**config.mk**
```make
export PLATFORM = sky130hd
export DESIGN_NAME = ud_counter_param_flat
export DESIGN_NICKNAME = d
export VERILOG_FILES = /design/src/rtl/ud_counter_param_if.sv /design/src/rtl/ud_counter_param.sv /design/src/flat_wrapper.sv
export SDC_FILE = /design/constraint.sdc
export NUM_CORES = 1
export LEC_CHECK = 0
export BUFFER_PORTS_ARGS = -buffer_cell sky130_fd_sc_hd__clkbuf_2
export CAP_MARGIN = 20
export CORE_AREA = 3 3 40 42
export CTS_BUF_LIST = sky130_fd_sc_hd__clkbuf_4 sky130_fd_sc_hd__clkbuf_8
export DETAILED_ROUTE_END_ITERATION = 8
export DIE_AREA = 0 0 43 45
export HOLD_SLACK_MARGIN = 0.1
export PLACE_DENSITY = 0.51
export SLEW_MARGIN = 20
export SYNTH_ARGS = -nofsm -noshare
export SYNTH_HDL_FRONTEND = slang
export SYNTH_SLANG_ARGS = --single-unit
export TNS_END_PERCENT = 10
```
**constraint.sdc**
```tcl
create_clock -name clk -period 2 [get_ports clk]
set_input_delay 0.5 -clock clk [delete_from_list [all_inputs] [get_ports clk]]
set_output_delay 0.5 -clock clk [all_outputs]
set_load 0.02 [all_outputs]
```
**src/rtl/ud_counter_param_if.sv**
```systemverilog
// Control and status bundle for ud_counter_param. The flag signal is named sat instead of wrap
// when UD_COUNTER_SATURATE_EN is defined.
interface ud_counter_param_if #(
    parameter int unsigned WIDTH = 4
) ();
    logic             en;
    logic             up;
    logic             load;
    logic [WIDTH-1:0] load_val;
    logic [WIDTH-1:0] count;
`ifdef UD_COUNTER_SATURATE_EN
    logic             sat;
`else
    logic             wrap;
`endif
    logic             at_zero;
    logic             at_max;

`ifdef UD_COUNTER_SATURATE_EN
    modport master (output en, up, load, load_val, input count, sat, at_zero, at_max);
    modport slave  (input en, up, load, load_val, output count, sat, at_zero, at_max);
`else
    modport master (output en, up, load, load_val, input count, wrap, at_zero, at_max);
    modport slave  (input en, up, load, load_val, output count, wrap, at_zero, at_max);
`endif
endinterface

```
**src/rtl/ud_counter_param.sv**
```systemverilog
// Parametrised up/down counter with modulus MAX_VAL+1, load clamp and a registered wrap pulse.
// Define UD_COUNTER_SATURATE_EN to saturate at the bounds and report blocked steps on sat.
module ud_counter_param #(
    parameter int unsigned WIDTH     = 4,
    parameter int unsigned MAX_VAL   = 15,
    parameter int unsigned RESET_VAL = 0
) (
    input logic               clk,
    input logic               reset,
    ud_counter_param_if.slave bus
);
    localparam logic [WIDTH-1:0] MaxVal   = WIDTH'(MAX_VAL);
    localparam logic [WIDTH-1:0] ResetVal = WIDTH'(RESET_VAL);

    if (WIDTH < 2 || WIDTH > 32) begin : g_bad_width
        $error("ud_counter_param: WIDTH must be in 2..32");
    end
    if (MAX_VAL < 1 || 64'(MAX_VAL) > ((64'(1) << WIDTH) - 64'(1))) begin : g_bad_max
        $error("ud_counter_param: MAX_VAL must be in 1..2^WIDTH-1");
    end
    if (RESET_VAL > MAX_VAL) begin : g_bad_reset
        $error("ud_counter_param: RESET_VAL must not exceed MAX_VAL");
    end

    logic [WIDTH-1:0] count_q, count_d;
    logic             flag_q, flag_d;

    always_comb begin
        count_d = count_q;
        flag_d  = 1'b0;
        if (bus.load) begin
            count_d = (bus.load_val > MaxVal) ? MaxVal : bus.load_val;
        end else if (bus.en) begin
            if (bus.up) begin
                if (count_q == MaxVal) begin
                    flag_d = 1'b1;
`ifdef UD_COUNTER_SATURATE_EN
                    count_d = MaxVal;
`else
                    count_d = '0;
`endif
                end else begin
                    count_d = count_q + WIDTH'(1);
                end
            end else begin
                if (count_q == '0) begin
                    flag_d = 1'b1;
`ifdef UD_COUNTER_SATURATE_EN
                    count_d = '0;
`else
                    count_d = MaxVal;
`endif
                end else begin
                    count_d = count_q - WIDTH'(1);
                end
            end
        end
    end

    always_ff @(posedge clk) begin
        if (reset) begin
            count_q <= ResetVal;
            flag_q  <= 1'b0;
        end else begin
            count_q <= count_d;
            flag_q  <= flag_d;
        end
    end

    assign bus.count   = count_q;
`ifdef UD_COUNTER_SATURATE_EN
    assign bus.sat     = flag_q;
`else
    assign bus.wrap    = flag_q;
`endif
    assign bus.at_zero = (count_q == '0);
    assign bus.at_max  = (count_q == MaxVal);
endmodule

```
**src/flat_wrapper.sv**
```systemverilog
// flat-port wrapper written by rule: the top's interface ports become plain ports
module ud_counter_param_flat 
#(
    parameter int unsigned WIDTH     = 4,
    parameter int unsigned MAX_VAL   = 15,
    parameter int unsigned RESET_VAL = 0
)
  (clk, reset, bus_en, bus_up, bus_load, bus_load_val, bus_count, bus_wrap, bus_at_zero, bus_at_max);
  ud_counter_param_if #(.WIDTH(WIDTH)) bus_i ();
  input logic clk;
  input logic reset;
  input wire logic [$bits(bus_i.en)-1:0] bus_en;
  input wire logic [$bits(bus_i.up)-1:0] bus_up;
  input wire logic [$bits(bus_i.load)-1:0] bus_load;
  input wire logic [$bits(bus_i.load_val)-1:0] bus_load_val;
  output wire logic [$bits(bus_i.count)-1:0] bus_count;
  output wire logic [$bits(bus_i.wrap)-1:0] bus_wrap;
  output wire logic [$bits(bus_i.at_zero)-1:0] bus_at_zero;
  output wire logic [$bits(bus_i.at_max)-1:0] bus_at_max;
  assign bus_i.en = bus_en;
  assign bus_i.up = bus_up;
  assign bus_i.load = bus_load;
  assign bus_i.load_val = bus_load_val;
  assign bus_count = bus_i.count;
  assign bus_wrap = bus_i.wrap;
  assign bus_at_zero = bus_i.at_zero;
  assign bus_at_max = bus_i.at_max;
  ud_counter_param #(.WIDTH(WIDTH), .MAX_VAL(MAX_VAL), .RESET_VAL(RESET_VAL)) u_core (.clk(clk), .reset(reset), .bus(bus_i));
endmodule
```
==> results summary <==
The flow ran to the end, and the final reports show no timing, DRC or antenna violations. The via count of the first global-routing pass came out at 351. The largest stage delay on the critical path came out at 0.44 ns. The clock tree buffer depth came out at 2. The clock latency on the worst-skew pair is 0.23 ns. The maximum resistive drop on vdd came out at 0.3812 mV. The detailed placer's ending HPWL is 702.1 um. The number of buffers inserted to repair setup after CTS came out at 0. In this run the number of H-tree levels came out at 1. Of the synthesized area, sequential elements account for 0.2508.

TritonCTS built the clock tree. The endpoint of the worst setup timing path is bus_at_zero. The first-pass GRT wire length is 1504 um. The effective utilization at floorplan is 0.3106. The residual DRC count came out at 0.

The global routing usage on met1 is 0.1319. The number of DRC markers in iteration 0 came out at 5. The total of max-cap violations is 0. The number of pins with negative max-slew slack in the final report is 0. The share of power burned in combinational logic came out at 0.264. The net count after synthesis came out at 59. The iteration count of the initial detailed-routing pass is 4. The switching part of the total power came out at 0.3004. The largest net degree at the start of global routing is 13. The count of boundary I/O pins came out at 16. Dividing the detail-routed via count by the number of cells gives 4.886. The worst setup skew after layout is 0.001186 ns. The die is 45 um tall. Data on the critical path is required at its endpoint by 1.50 ns. The final sum of negative setup slack is 0 ns. The capturing point of the worst reg2reg path is u_core.bus.count[0].

The warning count from the yosys run is 0. The hold violation total from the final report came out at 0. Based on the critical path, the design can be clocked at up to 557.1 MHz. At the pin with the least slew margin, the transition time is 0.5626 ns. Setup repair after global routing left no endpoint under its margin.

The sum of routed wire length over all layers is 898 um. The instance area at placement is 473.0 sq um. The final layout contains 76 nets. The count of cells resized by post-cts repair came out at 0. The routed length per instance is 11.37 um. Yosys instantiated no cell more often than dfxtp_1. The switching power is 102.0 uW. The floorplan has 13 rows. The worst reg2reg path depth is 6. The proportion of power drawn by the clock network is 0.373. The endpoint type of the worst setup path is an output pin. The initial antenna violation count is 0. Summed over all cells, the static leakage comes to 0.0002325 uW.

Once layout is complete, the utilization of the core stands at 0.3914. Among all flip-flop cells after synthesis, the most frequent one is dfxtp_1. The internal power consumption came out at 237.5 uW.

The fraction of final layout cells sized beyond drive strength 1 came out at 0.3594. The fraction of synthesis flops using an asynchronous set or reset pin is 0. The area of all placed cells without fillers is 503.0 sq um. The synthesized design contains 0 enable-type register cells.

Along the worst path, the maximum fanout reaches 8. Walking the worst path, the cells encountered are inv_1 -> ha_1 -> nor3b_1 -> clkbuf_2. The power density of the placed cells is 674.9 nW/um^2. The total chip power came out at 339.5 uW. Ranked by total cell area, the synthesized netlist is headed by dfxtp_1 (25%), ha_1 (6.3%), a21oi_1 (5.0%). The arrival time of the worst setup path came out at 1.30 ns. The worst hold path belongs to the class input pin to register. The type of origin of the critical path is a register. The all-layer global routing usage came out at 0.1014. Of the available clock period, the critical path in the final layout requires 0.8976. The synthesized netlist cell count came out at 48. The worst reg2reg path startpoint is u_core.bus.count[0]. The critical path starts at u_core.bus.count[0]. The tree is rooted in a clkbuf_4. The area growth from synthesis to final layout is 26.02%. By count the netlist is led by dfxtp_1 (5), a21oi_1 (4), nand2_1 (4), inv_1 (3), nor2_1 (3). The global-route track usage on met2 came out at 0.1647. The layer flagged by global routing as most heavily used is met2. The share of synthesized area in the top cell type comes to 0.2508. The summed instance area of the synthesized netlist is 399.1 sq um. The total core area is 1285 sq um.

The number of sinks handled by clock tree synthesis is 5. The number of nets with antenna violations after detailed routing is 0. Buffers inserted during clock tree synthesis total 3. On the critical path, the stage with the largest delay is an instance of dfxtp_1. The max-slew headroom at the worst pin came out at 0.6197.

Averaged over all synthesized cells, the footprint is 8.315 sq um. The floorplan die width is 43 um. The largest total area in the synthesized netlist belongs to dfxtp_1. The proportion of power drawn by flip-flops and latches came out at 0.362. Routability-driven placement finished with a final weighted congestion of 0.6366.

The clock slew seen by the registers of the worst setup and hold paths is 0.04 ns. The floorplan die area came out at 1935 sq um. The setup path with the least slack is of type register to output pin. The number of fill cells came out at 143. Setup violations remaining at the end of the flow were counted as 0. After global routing the overflow that remains totals 0. The time the final worst path needs with I/O delays and setup came out at 1.795 ns. The number of register bits inferred by synthesis is 5. The count of cell types in the netlist came out at 29. The number of buffers inserted by port buffering is 15.

The worst reg-to-reg setup slack is 0.29 ns. The detailed-route via count is 386. The number of buffers added to fix hold violations after cts came out at 0. The met3 layer usage reported by global route came out at 0.03586. The number of diodes added for antenna fixing is 0.
## cells by family (layout without fill, tap and decap cells)
family          count (synthesis)  after routing  synth area share
flops                           5              5            0.2508
mux                             2              2           0.05329
buf+inv                         6             22           0.07834
simple gates                   19             19            0.2885
fa+ha+maj                       2              2           0.06269
compound gates                 12             12            0.2226
xor+xnor                        2              2           0.04390
## flip-flops by register name, indices dropped and copies added, names as in the netlist
name and cells:
u_core.bus.count 4, u_core.bus.wrap 1
## metrics by stage
step | hold WS [ns] | cells | setup WS [ns]
4_1_cts | 0.4956 | 79 | 0.1974
2_1_floorplan | 0.5691 | 48 | 0.2940
3_5_place_dp | 0.6868 | 75 | 0.2420
3_3_place_gp | 0.6720 | 75 | 0.2233
5_1_grt | 0.5261 | 79 | 0.04849
6_report | 0.4983 | 79 | 0.2048
## worst min-delay path by stage
stage / from / end / cells past startpoint / slack, ns
after floorplan: reset / u_core.bus.count[0] / 1 / 0.57
after global placement: u_core.bus.count[3] / u_core.bus.count[3] / 2 / 0.67
after detailed placement: u_core.bus.count[3] / u_core.bus.count[3] / 2 / 0.69
after CTS: bus_load_val[3] / u_core.bus.count[3] / 3 / 0.50
after global routing: bus_load_val[0] / u_core.bus.count[0] / 3 / 0.53
final: bus_load_val[3] / u_core.bus.count[3] / 3 / 0.50
## layout make-up
type | instances | area, sq um | area share
clock buffer | 4 | 30.03 | 0.05970
inverter | 3 | 11.26 | 0.02239
multi-input combinational | 37 | 267.8 | 0.5323
sequential | 5 | 100.1 | 0.1990
tap | 15 | 18.77 | 0.03731
timing repair buffer | 15 | 75.07 | 0.1493
## layout by cell type, fill, tap and decap left out
master	n
nor3b_1	1
o21ai_0	1
a31o_2	1
a211oi_1	1
nand3b_1	2
nand4_1	1
inv_1	3
o41ai_2	1
a21oi_1	4
or4_1	1
nand2_1	4
mux2_2	1
nor2b_1	1
xor2_1	2
nand4b_1	1
mux2i_1	1
dfxtp_1	5
clkbuf_4	4
clkbuf_2	15
a21boi_0	2
nand2b_1	1
nor2_1	3
a211o_1	1
ha_1	2
o21bai_1	1
and3_2	1
nor4_1	1
nor4b_1	2
## worst max-delay path, delay by kind of cell (launching register included)
| kind | cells | cell delay (ns) |
|---|---|---|
| buf+inv | 2 | 0.26 |
| flops | 1 | 0.44 |
| simple gates | 1 | 0.14 |
| fa+ha+maj | 1 | 0.22 |
## power groups by stage
stage | sequential [uW] | combinational, uW | clock (uW)
detailed placement | 125 | 90.6 | 0
CTS | 123 | 91.5 | 129
finish | 123 | 89.8 | 127
global route | 125 | 101 | 136
global placement | 124 | 90.7 | 0
floorplan | 124 | 63.4 | 0
## routing by layer
metal	vias up	wire length [um]	part of all wire
li1	206	-	-
met4	0	0	0
met1	167	427	0.48
met5	-	0	0
met2	13	399	0.44
met3	0	71	0.079
No activity file was read; power rests on OpenSTA's default activity.
